<file path="src/rtl/mem_dump_pkg.sv">
// mem_dump_pkg: shared types and constants for the memory dump reader.
//   state_e        - dump FSM state encoding
//   FIFO_DEPTH     - depth of the output skid FIFO (also bounds read credits)
//   DEFAULT_STRIDE - byte step between consecutive words, matches the loader
package mem_dump_pkg;

    typedef enum logic [1:0] {
        StIdle,
        StRun,
        StDrain
    } state_e;

    localparam int unsigned FIFO_DEPTH     = 2;
    localparam int unsigned DEFAULT_STRIDE = 4;

endpackage

</file>
<file path="src/rtl/dump_fifo.sv">
// dump_fifo: small synchronous FIFO holding words returned by memory until the
// sink accepts them. Push and pop may happen in the same cycle, also when full.
// Ports:
//   clk, rst   - clock, synchronous active-high reset (empties the FIFO)
//   push/wdata - write request and data
//   pop        - read request; head advances on the next edge
//   rdata      - current head entry (meaningless while empty)
//   full/empty - occupancy flags
//   count      - number of stored entries
module dump_fifo
    import mem_dump_pkg::*;
#(
    parameter int unsigned DATA_W = 32,
    parameter int unsigned DEPTH  = FIFO_DEPTH,
    localparam int unsigned PTR_W = (DEPTH > 1) ? $clog2(DEPTH) : 1,
    localparam int unsigned CNT_W = $clog2(DEPTH + 1)
) (
    input  logic              clk,
    input  logic              rst,
    input  logic              push,
    input  logic [DATA_W-1:0] wdata,
    input  logic              pop,
    output logic [DATA_W-1:0] rdata,
    output logic              full,
    output logic              empty,
    output logic [CNT_W-1:0]  count
);

    logic [DATA_W-1:0] mem_q [DEPTH];
    logic [PTR_W-1:0]  wr_ptr_q;
    logic [PTR_W-1:0]  rd_ptr_q;
    logic [CNT_W-1:0]  cnt_q;
    logic              do_push;
    logic              do_pop;

    function automatic logic [PTR_W-1:0] ptr_inc(input logic [PTR_W-1:0] p);
        return (p == PTR_W'(DEPTH - 1)) ? '0 : p + PTR_W'(1);
    endfunction

    assign do_pop  = pop && (cnt_q != '0);
    // A full FIFO can still take a word when the head leaves in the same cycle.
    assign do_push = push && ((cnt_q != CNT_W'(DEPTH)) || do_pop);

    always_ff @(posedge clk) begin
        if (rst) begin
            wr_ptr_q <= '0;
            rd_ptr_q <= '0;
            cnt_q    <= '0;
        end else begin
            if (do_push) begin
                wr_ptr_q <= ptr_inc(wr_ptr_q);
            end
            if (do_pop) begin
                rd_ptr_q <= ptr_inc(rd_ptr_q);
            end
            case ({do_push, do_pop})
                2'b10:   cnt_q <= cnt_q + CNT_W'(1);
                2'b01:   cnt_q <= cnt_q - CNT_W'(1);
                default: cnt_q <= cnt_q;
            endcase
        end
    end

    // Storage needs no reset; the empty flag masks stale contents.
    always_ff @(posedge clk) begin
        if (do_push) begin
            mem_q[wr_ptr_q] <= wdata;
        end
    end

    assign rdata = mem_q[rd_ptr_q];
    assign full  = (cnt_q == CNT_W'(DEPTH));
    assign empty = (cnt_q == '0);
    assign count = cnt_q;

endmodule

</file>
<file path="src/rtl/mem_dump_reader.sv">
// mem_dump_reader: reads word_count words starting at start_addr from a
// synchronous-read memory (1-cycle latency) and streams them out over
// valid/ready. Reads are credit-limited so every returned word has a FIFO slot.
// Ports:
//   clk, rst               - clock, synchronous active-high reset
//   start                  - begin a dump (ignored while busy)
//   start_addr, word_count - dump range, sampled when start is accepted
//   mem_rd_en, mem_addr    - memory read request
//   mem_rdata              - read data, valid the cycle after mem_rd_en
//   out_valid, out_data    - streamed word
//   out_ready              - sink handshake
//   busy                   - dump in progress
//   done                   - one-cycle pulse after the last word is accepted
module mem_dump_reader
    import mem_dump_pkg::*;
#(
    parameter int unsigned ADDR_W = 32,
    parameter int unsigned DATA_W = 32,
    parameter int unsigned STRIDE = DEFAULT_STRIDE,
    parameter int unsigned CNT_W  = 16
) (
    input  logic              clk,
    input  logic              rst,
    input  logic              start,
    input  logic [ADDR_W-1:0] start_addr,
    input  logic [CNT_W-1:0]  word_count,
    output logic              mem_rd_en,
    output logic [ADDR_W-1:0] mem_addr,
    input  logic [DATA_W-1:0] mem_rdata,
    output logic              out_valid,
    output logic [DATA_W-1:0] out_data,
    input  logic              out_ready,
    output logic              busy,
    output logic              done
);

    localparam int unsigned FCNT_W = $clog2(FIFO_DEPTH + 1);
    // Wide enough to hold fifo occupancy plus the in-flight read.
    localparam int unsigned LVL_W  = $clog2(FIFO_DEPTH + 2);

    state_e            state_q;
    state_e            state_d;
    logic [ADDR_W-1:0] addr_q;
    logic [CNT_W-1:0]  remaining_q;
    logic              inflight_q;
    logic              done_q;

    logic              fifo_full;
    logic              fifo_empty;
    logic [FCNT_W-1:0] fifo_count;
    logic [DATA_W-1:0] fifo_head;

    logic              pop;
    logic [LVL_W-1:0]  level_after_pop;
    logic              credit_ok;
    logic              final_pop;
    logic              accept_start;

    dump_fifo #(
        .DATA_W (DATA_W),
        .DEPTH  (FIFO_DEPTH)
    ) u_fifo (
        .clk   (clk),
        .rst   (rst),
        .push  (inflight_q),
        .wdata (mem_rdata),
        .pop   (pop),
        .rdata (fifo_head),
        .full  (fifo_full),
        .empty (fifo_empty),
        .count (fifo_count)
    );

    assign pop             = !fifo_empty && out_ready;
    assign level_after_pop = LVL_W'(fifo_count) - LVL_W'(pop);
    // Each outstanding word (stored or in flight) holds one FIFO slot.
    assign credit_ok       = (level_after_pop + LVL_W'(inflight_q)) < LVL_W'(FIFO_DEPTH);
    // The last word leaves the FIFO with nothing left behind it.
    assign final_pop       = pop && (fifo_count == FCNT_W'(1)) && !inflight_q;
    assign accept_start    = (state_q == StIdle) && start;

    // State register
    always_ff @(posedge clk) begin
        if (rst) begin
            state_q <= StIdle;
        end else begin
            state_q <= state_d;
        end
    end

    // Next-state logic
    always_comb begin
        state_d = state_q;
        unique case (state_q)
            StIdle: begin
                if (start && (word_count != '0)) begin
                    state_d = StRun;
                end
            end
            StRun: begin
                if (mem_rd_en && (remaining_q == CNT_W'(1))) begin
                    state_d = StDrain;
                end
            end
            StDrain: begin
                if (final_pop) begin
                    state_d = StIdle;
                end
            end
            default: state_d = StIdle;
        endcase
    end

    // Outputs
    always_comb begin
        busy      = (state_q != StIdle);
        mem_rd_en = (state_q == StRun) && (remaining_q != '0) && credit_ok;
        mem_addr  = mem_rd_en ? addr_q : '0;
        out_valid = !fifo_empty;
        out_data  = fifo_empty ? '0 : fifo_head;
        done      = done_q;
    end

    // Address counter, word counter, read tracking and done pulse
    always_ff @(posedge clk) begin
        if (rst) begin
            addr_q      <= '0;
            remaining_q <= '0;
            inflight_q  <= 1'b0;
            done_q      <= 1'b0;
        end else begin
            inflight_q <= mem_rd_en;
            done_q     <= 1'b0;
            if (accept_start) begin
                addr_q      <= start_addr;
                remaining_q <= word_count;
                // An empty range completes immediately without touching memory.
                if (word_count == '0) begin
                    done_q <= 1'b1;
                end
            end else if (mem_rd_en) begin
                addr_q      <= addr_q + ADDR_W'(STRIDE);
                remaining_q <= remaining_q - CNT_W'(1);
            end
            if ((state_q == StDrain) && final_pop) begin
                done_q <= 1'b1;
            end
        end
    end

    // A returning word may only meet a full FIFO when the head leaves that cycle.
    assert property (@(posedge clk) disable iff (rst) (fifo_full && inflight_q) |-> pop);

endmodule

</file>
<file path="config.mk">
export PLATFORM = sky130hd
export DESIGN_NAME = mem_dump_reader
export DESIGN_NICKNAME = d
export VERILOG_FILES = /design/src/rtl/mem_dump_pkg.sv /design/src/rtl/dump_fifo.sv /design/src/rtl/mem_dump_reader.sv
export SDC_FILE = /design/constraint.sdc
export NUM_CORES = 1
export LEC_CHECK = 0
export BUFFER_PORTS_ARGS = -buffer_cell sky130_fd_sc_hd__clkbuf_2
export CAP_MARGIN = 20
export CORE_UTILIZATION = 55
export CTS_BUF_LIST = sky130_fd_sc_hd__clkbuf_4
export CTS_CLUSTER_DIAMETER = 50
export DETAILED_ROUTE_END_ITERATION = 16
export GPL_TIMING_DRIVEN = 0
export PLACE_DENSITY = 0.82
export SYNTH_ARGS = -nofsm -noshare
export SYNTH_HDL_FRONTEND = slang
export SYNTH_SLANG_ARGS = --single-unit
</file>
<file path="constraint.sdc">
create_clock -name clk -period 3.7 [get_ports clk]
set_input_delay 0.74 -clock clk [delete_from_list [all_inputs] [get_ports clk]]
set_output_delay 0.74 -clock clk [all_outputs]
set_load 0.05 [all_outputs]
</file>
==> metrics.csv, run 1 <==
metric,value,unit
synth_flop_cell,edfxtp_1,
vias,5580,
critPathMaxFanout,10,
syn_nets,684,
antenna_found_initial,0,
arrival,2.89,ns
comb_power_share,0.421,
hold_violations,0,
hp-class,in2reg,
clk_path_buf_depth,2,
die_w,106,microns
hpwlAfterDp,11800,microns
netlist_instances,591,
power_density,609,nW/um^2
seqPwrFrac,0.362,
die_area,11300,sq um
cp_top_family,buffers and inverters,
r2r_start,u_fifo.count[1],
layout_common_cells,"clkbuf_2 (118), nor2_1 (78), edfxtp_1 (64), dfxtp_1 (55)",
first_iter_violations,419,
r2r-end,addr_q[16],
finClkSkew,0.0265,ns
grt_pass1_vias,5142,
ys_ff_latch,121,
h-tree-depth,4,
ir_drop,0.475,mV
fillers,785,
max_stage_delay,0.39,ns
synth_edf_count,64,
slew_viol_final,0,
cp-start-kind,flop,
yosysTopAreaCell,edfxtp_1,
cts_root_buf,clkbuf_4,
p_leak,2.78,nW
postLayoutCellArea,7410,sq um
layout_setup_ws,0.0729,ns
grt_overflow_total,0,
setup_violations,0,
insertion_delay,0.53,ns
routed_wirelength,16500,microns
status,"finished, final reports clean",
clkTransAtPathRegs,0.13,ns
placedInstanceArea,6920,sq um
crit_cells,11,
max_cap_violations,0,
clock_sinks,121,
layout_commonest_cell,clkbuf_2,
grt_max_degree,33,
path_class,reg2out,
drive_gt1_frac,0.273,
cts_buffers,17,
r2r_slack,0.88,ns
die_y,106,microns
synth_cell_types,61,
io_buffers,150,
synth_area_leaders,"edfxtp_1 (32%), dfxtp_1 (19%), mux2i_1 (6.4%)",
hold_buffers,0,
worst_ep_required_time,2.96,ns
fmax,0.276,GHz
area_growth,24.0,%
layout.nets,856,
start_util,0.574,
cp-endpoint,mem_addr[16],
r2r_cells,11,
floorplan.io_pins,152,
worst-path-buf-inv,4,
gp_congestion,0.904,
worstPathCellList,inv_1 -> ha_4 -> nor2b_1 -> ha_1 -> xor2_2 -> xnor2_2 -> o211ai_1 -> inv_2 -> clkbuf_4 -> and2_1 -> buf_4,
drc,0,
grt_pass1_wl,25200,microns
drt_pass1_iterations,8,
fin_crit_sh,0.980,
syn_area,5980,sq um
tightest_slew,0.925,ns
n_antenna_cell,0,
wl_per_cell,18.0,microns
antenna_left,0,
cts_tree,done,
crit_slowest_cell,dfxtp_2,
synthArstFlopShare,0,
ys_seq_area_frac,0.512,
rows,37,
swShare,0.441,
drt-vias-per-instance,6.12,
synth.avg_cell_area,10.1,sq um
crit_path_end_kind,primary output,
startpoint,u_fifo.count[1],
slew_headroom,0.377,
track_usage,0.291,
period_needed,3.63,ns
synth_top_area_frac,0.321,
ys_warn_count,0,
p_int,2.52,mW
switching_power,1.99,mW
clockPowerShare,0.216,
place_ws,-0.565,ns
coreArea,10400,sq um
Yosys cell counts, drive strengths merged, types with 5 or more instances:
| master | n |
|---|---|
| edfxtp | 64 |
| nand4 | 15 |
| o31ai | 7 |
| xnor2 | 6 |
| a21oi | 9 |
| buf | 9 |
| nor3 | 5 |
| or4 | 12 |
| or3 | 12 |
| ha | 9 |
| nand2b | 7 |
| nor2 | 80 |
| o21ai | 9 |
| nor4 | 10 |
| dfxtp | 57 |
| nand3 | 18 |
| clkbuf | 32 |
| a311oi | 12 |
| o211ai | 9 |
| a211oi | 5 |
| nor2b | 5 |
| o311ai | 6 |
| and2 | 32 |
| and4 | 5 |
| mux2i | 38 |
| inv | 15 |
| nand2 | 40 |
| a31oi | 17 |
| and3 | 5 |
worst min-delay path by stage:
stage                  startpoint                   to  slack (ns)  cells after the start
floorplan               addr_q[0]            addr_q[0]        0.43                      2
global route        mem_rdata[18]  u_fifo.mem_q[0][18]        0.35                      1
detailed placement      addr_q[1]            addr_q[1]        0.45                      2
finish               mem_rdata[1]   u_fifo.mem_q[0][1]        0.40                      1
global placement        addr_q[0]            addr_q[0]        0.44                      2
CTS                  mem_rdata[0]   u_fifo.mem_q[0][0]        0.37                      1
flip-flops by register name (all words and copies together) (netlist names), 2 cells and up, named ones only:
register      flops
remaining_q      16
u_fifo.count      2
state_q           2
u_fifo.mem_q     64
addr_q           32
power groups by stage:
stage          clock [mW]  combinational [mW]  sequential (mW)
6_report            0.976                1.90             1.64
5_1_grt              1.04                2.02             1.65
4_1_cts             0.987                1.87             1.63
3_5_place_dp            0                1.78             1.65
3_3_place_gp            0                1.74             1.65
2_1_floorplan           0                1.35             1.63
routing by layer:
layer	track usage	wire, microns	vias to the layer above
met5	0	0	-
met4	0.120	473	0
met3	0.0650	1450	44
met2	0.486	7870	316
met1	0.364	6660	2649
li1	-	-	2571
area by class of cell:
class / instances / area [sq um] / share of cell area
multi-input combinational: 414 / 2750 / 0.371
tap: 136 / 170 / 0.0230
buffer: 38 / 174 / 0.0235
timing repair buffer: 156 / 898 / 0.121
inverter: 15 / 56.3 / 0.00760
clock inverter: 14 / 161 / 0.0218
clock buffer: 18 / 135 / 0.0182
sequential: 121 / 3070 / 0.414
logic make-up after synthesis:
kind of cell / Yosys count / share of synthesized area
buffers and inverters: 56 / 0.0383
AND/OR/NAND/NOR: 250 / 0.218
XOR/XNOR: 10 / 0.0146
AO/OA/AOI/OAI: 106 / 0.133
adder cells (fa/ha/maj): 9 / 0.0188
multiplexers: 39 / 0.0655
flip-flops: 121 / 0.512
timing repair:
action / in CTS / in global routing
hold endpoints to repair: 0 / 0
pin swaps: 5 / 1
gates resized for setup: 24 / 66
setup endpoints to repair: 33 / 28
buffers inserted: 5 / 1
stage by stage:
step	hold slack (ns)	utilization	setup TNS, ns	total power, mW	std cells
detailed placement	0.447	0.664	-14.07	3.44	877
global route	0.353	0.712	-0.770	4.70	912
floorplan	0.432	-	0	2.98	591
CTS	0.367	0.704	0	4.49	911
global placement	0.441	0.662	-16.06	3.39	877
finish	0.397	0.712	0	4.51	912
Power figures use the tool's default switching activity.
==> run 2, diff against run 1 <==
--- a/config.mk
+++ b/config.mk
@@ -9,7 +9,6 @@
 export CAP_MARGIN = 20
 export CORE_UTILIZATION = 55
 export CTS_BUF_LIST = sky130_fd_sc_hd__clkbuf_4
-export CTS_CLUSTER_DIAMETER = 50
 export DETAILED_ROUTE_END_ITERATION = 16
 export GPL_TIMING_DRIVEN = 0
 export PLACE_DENSITY = 0.82
==> constraint.sdc (replaced) <==
create_clock -name clk -period 3.7 [get_ports clk]
set_input_delay 0.37 -clock clk [delete_from_list [all_inputs] [get_ports clk]]
set_output_delay 0.37 -clock clk [all_outputs]
set_load 0.05 [all_outputs]
==> run 2 against run 1 <==
Against the previous run:
- critical path depth did not move
- core utilization fell by 0.94 points
- sequential power barely moved
- largest cell class unchanged
==> metrics.csv, run 2 (synthesis results as in run 1) <==
metric,value,unit,change
worst-path-buf-inv,4,,unchanged
clk_path_buf_depth,2,,unchanged
antenna_found_initial,0,,unchanged
layout_common_cells,"clkbuf_2 (148), nor2_1 (78), edfxtp_1 (64), dfxtp_1 (55), nand2_1 (39)",,
hp-class,in2reg,,
floorplan.io_pins,152,,unchanged
h-tree-depth,4,,unchanged
period_needed,3.56,ns,-0.0717 ns
drive_gt1_frac,0.269,,-0.00397
die_w,106,microns,unchanged
largest_reg_flops,64,,unchanged
insertion_delay,0.53,ns,about the same
crit_top_cell,clkbuf_2,,
cp-start-kind,flop,,
drt-vias-per-instance,6.03,,-1.5%
fin_crit_sh,0.961,,-0.0194
drc,0,,unchanged
first_iter_violations,440,,+5.0%
clock_sinks,121,,unchanged
max_stage_delay,0.35,ns,-0.04 ns
clkTransAtPathRegs,0.12,ns,about the same
cts_buffers,17,,unchanged
rows,37,,unchanged
regMostFlops,u_fifo.mem_q,,
area_growth,22.4,%,
slew_viol_final,0,,unchanged
p_leak,2.77,nW,-0.20%
fmax,0.281,GHz,+2.0%
io_buffers,150,,unchanged
worstPathCellList,inv_1 -> ha_4 -> nor2b_1 -> ha_1 -> xor2_2 -> xnor2_2 -> o211ai_1 -> inv_2 -> clkbuf_2 -> and2_1 -> clkbuf_2,,
cp_top_family,buffers and inverters,,
setup_violations,0,,unchanged
hpwlAfterDp,11900,microns,+1.0%
track_usage,0.302,,+0.0110
crit_slowest_cell,dfxtp_2,,
place_ws,-0.175,ns,+0.389 ns
layout.nets,860,,+0.47%
fin_setup_tns,0,ns,unchanged
drt_pass1_iterations,6,,-2
status,"finished, final reports clean",,
grt_max_degree,33,,unchanged
tightest_slew,0.944,ns,+0.0189 ns
ir_drop,0.458,mV,-3.5%
vias,5523,,-1.0%
layout_setup_ws,0.145,ns,+0.0717 ns
start_util,0.574,,unchanged
grt_overflow_total,0,,unchanged
max_cap_violations,0,,unchanged
power_density,604,nW/um^2,-0.86%
critPathMaxFanout,10,,unchanged
worst_ep_required_time,3.33,ns,+0.37 ns
grt_pass1_vias,5229,,+1.7%
crit_path_end_kind,primary output,,
wl_per_cell,18.4,microns,+1.8%
grt_pass1_wl,26200,microns,+3.9%
cts_tree,done,,
antenna_left,0,,unchanged
path_class,reg2out,,
coreArea,10400,sq um,unchanged
layout_commonest_cell,clkbuf_2,,
routed_wirelength,16800,microns,+2.2%
arrival,3.19,ns,+0.30 ns
finClkSkew,0.0170,ns,-0.00953 ns
die_area,11300,sq um,unchanged
n_antenna_cell,0,,unchanged
cts_root_buf,clkbuf_4,,
slew_headroom,0.364,,-0.0128
die_y,106,microns,unchanged
reg_top3,"u_fifo.mem_q: 64 flops, addr_q: 32 flops, remaining_q: 16 flops",,
hold_violations,0,,unchanged
gp_congestion,0.949,,+5.0%
run 2: cell types whose count changed in the layout (fill, tap and decap cells not counted), sizes merged, moves of 3 or more:
cell,before,now
clkinvlp,3,0
clkbuf,187,194
clkinv,3,8
dlygate4sd3,0,5
buf,25,17
run 2: final cells by class:
| cell class | instances | area (sq um) |
|---|---|---|
| Inverter | 15 | 56.3 |
| Clock buffer | 18 | 135 |
| Tap cell | 136 | 170 |
| Multi-Input combinational cell | 414 | 2750 |
| Buffer | 39 | 171 |
| Timing Repair Buffer | 159 | 841 |
| Clock inverter | 14 | 124 |
| Fill cell | 820 | 3100 |
| Sequential cell | 121 | 3070 |
run 2: through the flow:
step	std cells	hold slack [ns]	utilization	total power, mW	cell area, sq um
6_report	916	0.0274	0.702	4.42	7310
5_1_grt	916	0.00268	0.702	4.60	7310
4_1_cts	907	0.00114	0.691	4.33	7200
3_5_place_dp	877	0.446	0.664	3.44	6910
3_3_place_gp	877	0.442	0.662	3.39	6900
2_1_floorplan	591	0.432	-	2.98	5980
run 2: report_power, final:
| part | internal [mW] | switching [mW] | total [mW] |
|---|---|---|---|
| clock network | 0.347 | 0.544 | 0.891 |
| registers | 1.54 | 0.0960 | 1.63 |
| logic | 0.544 | 1.35 | 1.89 |
run 2: path summary, 6_finish.rpt:
| check | startpoint | to | slack [ns] | cells after the start |
|---|---|---|---|---|
| worst min-delay path | mem_rdata[9] | u_fifo.mem_q[1][9] | 0.03 | 1 |
| worst min register to register | addr_q[1] | addr_q[1] | 0.46 | 2 |
| worst max register to register | u_fifo.count[0] | addr_q[13] | 0.65 | 11 |
| worst max-delay path | u_fifo.count[0] | mem_addr[31] | 0.14 | 11 |
run 2: layer usage:
metal  part of all wire  global-route usage
met1               0.40               0.390
met2               0.48               0.489
met3              0.094              0.0742
met4              0.025               0.117
met5                  0                   0
run 2: worst reg2reg max path, stage by stage (launching register included):
cell and delay [ns]:
dfxtp_2 0.35, inv_1 0.14, ha_4 0.22, nor2b_1 0.07, ha_1 0.21, xor2_2 0.21, xnor2_2 0.26, o211ai_1 0.23
inv_2 0.24, clkbuf_1 0.54, a31oi_1 0.21, o41ai_1 0.27
run 2: what timing repair did:
item,4_1_cts,5_1_grt
gates cloned,0,0
pin swaps,0,2
hold endpoints to repair,0,8
hold buffers,0,5
resized for setup,10,14
endpoints found under the setup margin,33,33
buffers inserted,0,4
==> run 3, diff against run 2 <==
--- a/config.mk
+++ b/config.mk
@@ -12,6 +12,7 @@
 export DETAILED_ROUTE_END_ITERATION = 16
 export GPL_TIMING_DRIVEN = 0
 export PLACE_DENSITY = 0.82
+export RECOVER_POWER = 50
 export SYNTH_ARGS = -nofsm -noshare
 export SYNTH_HDL_FRONTEND = slang
 export SYNTH_SLANG_ARGS = --single-unit
==> run 3 against run 2 <==
Against the previous run:
- core utilization decreased by 0.37 points
- total power fell by 0.22%
- first-iteration DRC count is 10% higher
- critical path depth is 1 higher
- sequential share of layout area rose by 0.22 points
- sequential power about the same
- die area did not move
- global-route usage unchanged
- worst setup slack better by 0.0047 ns
- clock power about the same
- critical endpoint is now mem_addr[20]
- largest cell class unchanged
- highest routed layer unchanged
==> metrics.csv, run 3 (synthesis results as in run 1) <==
metric,value,unit,change
hold_violations,0,,unchanged
coreArea,10400,sq um,unchanged
clk_path_buf_depth,2,,unchanged
tightest_slew,0.939,ns,-0.00442 ns
first_iter_violations,486,,+10%
grt_pass1_wl,26200,microns,unchanged
critPathMaxFanout,10,,unchanged
reg_top3,"u_fifo.mem_q: 64 flops, addr_q: 32 flops, remaining_q: 16 flops",,
hpwlAfterDp,11900,microns,unchanged
regMostFlops,u_fifo.mem_q,,
wl_per_cell,18.3,microns,-0.28%
crit_top_cell,buf_4,,
cts_buffers,17,,unchanged
period_needed,3.55,ns,-0.00465 ns
place_inst,877,,unchanged
slew_viol_final,0,,unchanged
die_w,106,microns,unchanged
largest_reg_flops,64,,unchanged
hp-class,in2reg,,
track_usage,0.302,,unchanged
worstPathCellList,inv_1 -> ha_4 -> nor2b_1 -> ha_1 -> xor2_2 -> xnor2_2 -> o211ai_1 -> buf_4 -> buf_6 -> buf_2 -> nor2_1 -> buf_4,,
fmax,0.282,GHz,+0.13%
n_antenna_cell,0,,unchanged
final_cells,916,,unchanged
slew_headroom,0.367,,+0.00298
cp-start-kind,flop,,
place_ws,-0.175,ns,unchanged
io_buffers,150,,unchanged
fin_util,0.698,,-0.00372
finClkSkew,0.0145,ns,-0.00254 ns
drc,0,,unchanged
path_class,reg2out,,
p_leak,2.68,nW,-3.4%
h-tree-depth,4,,unchanged
ir_drop,0.458,mV,about the same
r2r_slack,0.60,ns,-0.05 ns
area_growth,21.7,%,
layout.nets,860,,unchanged
arrival,3.18,ns,about the same
layout_common_cells,"clkbuf_2 (117), nor2_1 (78), edfxtp_1 (64), clkbuf_1 (58), dfxtp_1 (55)",,
worst-path-buf-inv,5,,+1
drt_pass1_iterations,5,,-1
crit_path_end_kind,primary output,,
drt-vias-per-instance,6.04,,+0.16%
die_y,106,microns,unchanged
grt_overflow_total,0,,unchanged
floorplan.io_pins,152,,unchanged
clkTransAtPathRegs,0.12,ns,about the same
gp_congestion,0.949,,unchanged
setup_violations,0,,unchanged
fin_crit_sh,0.960,,-0.00126
vias,5532,,+0.16%
cts_root_buf,clkbuf_4,,
antenna_found_initial,0,,unchanged
grt_pass1_vias,5229,,unchanged
routed_wirelength,16800,microns,-0.28%
crit_slowest_cell,dfxtp_2,,
max_cap_violations,0,,unchanged
clock_sinks,121,,unchanged
insertion_delay,0.52,ns,about the same
status,"finished, final reports clean",,
start_util,0.574,,unchanged
die_area,11300,sq um,unchanged
rows,37,,unchanged
layout_commonest_cell,clkbuf_2,,
power_density,606,nW/um^2,+0.31%
layout_setup_ws,0.149,ns,+0.00465 ns
grt_max_degree,33,,unchanged
antenna_left,0,,unchanged
max_stage_delay,0.38,ns,+0.03 ns
cp_top_family,buffers and inverters,,
drive_gt1_frac,0.229,,-0.0397
worst_ep_required_time,3.33,ns,about the same
cts_tree,done,,
-- run 3: where the power goes --
part	leakage, nW	switching, mW	internal [mW]
Sequential	1.05	0.0955	1.54
Clock	0.149	0.543	0.347
Combinational	1.48	1.35	0.538
Total	2.68	1.98	2.42
-- run 3: layout make-up --
cell class | instances | area (sq um)
sequential | 121 | 3070
buffer | 39 | 171
clock inverter | 14 | 124
tap | 136 | 170
inverter | 15 | 56.3
timing repair buffer | 159 | 802
multi-input combinational | 414 | 2750
fill | 841 | 3140
clock buffer | 18 | 135
-- run 3: metrics by stage --
| stage | cell area (sq um) | hold WS, ns | total power, mW | TNS, ns |
|---|---|---|---|---|
| after detailed placement | 6910 | 0.446 | 3.44 | -2.28 |
| final | 7280 | 0.0391 | 4.41 | 0 |
| after floorplan | 5980 | 0.432 | 2.98 | 0 |
| after global routing | 7280 | 0.0127 | 4.60 | -0.0838 |
| after global placement | 6900 | 0.442 | 3.39 | -10.62 |
| after CTS | 7200 | 0.00114 | 4.33 | 0 |
-- run 3: path summary, 6_finish.rpt --
path,end,cells after the start,startpoint
hold reg to reg,addr_q[1],2,addr_q[1]
hold / removal,u_fifo.mem_q[0][19],1,mem_rdata[19]
setup reg to reg,addr_q[13],11,u_fifo.count[1]
setup / recovery,mem_addr[20],12,u_fifo.count[1]
-- run 3: routing by layer --
layer / part of all wire / GRT usage / vias to the layer above / wire length, microns
li1: - / - / 2578 / -
met1: 0.40 / 0.390 / 2595 / 6650
met2: 0.48 / 0.489 / 325 / 8010
met3: 0.10 / 0.0742 / 34 / 1690
met4: 0.025 / 0.117 / 0 / 423
met5: 0 / 0 / - / 0
-- run 3: worst reg2reg max path, cell delays in order (launching register included) --
cell,delay [ns]
dfxtp_2,0.38
inv_1,0.10
ha_4,0.21
nor2b_1,0.14
ha_1,0.21
xor2_2,0.23
xnor2_2,0.19
o211ai_1,0.23
inv_2,0.24
clkbuf_1,0.56
a31oi_1,0.24
o41ai_1,0.28
-- run 3: repair_timing --
item / CTS / global route
resized for setup: 10 / 14
hold buffers: 0 / 5
setup endpoints to repair: 33 / 33
endpoints found under the hold margin: 0 / 8
pin swaps: 0 / 2
setup buffers: 0 / 4
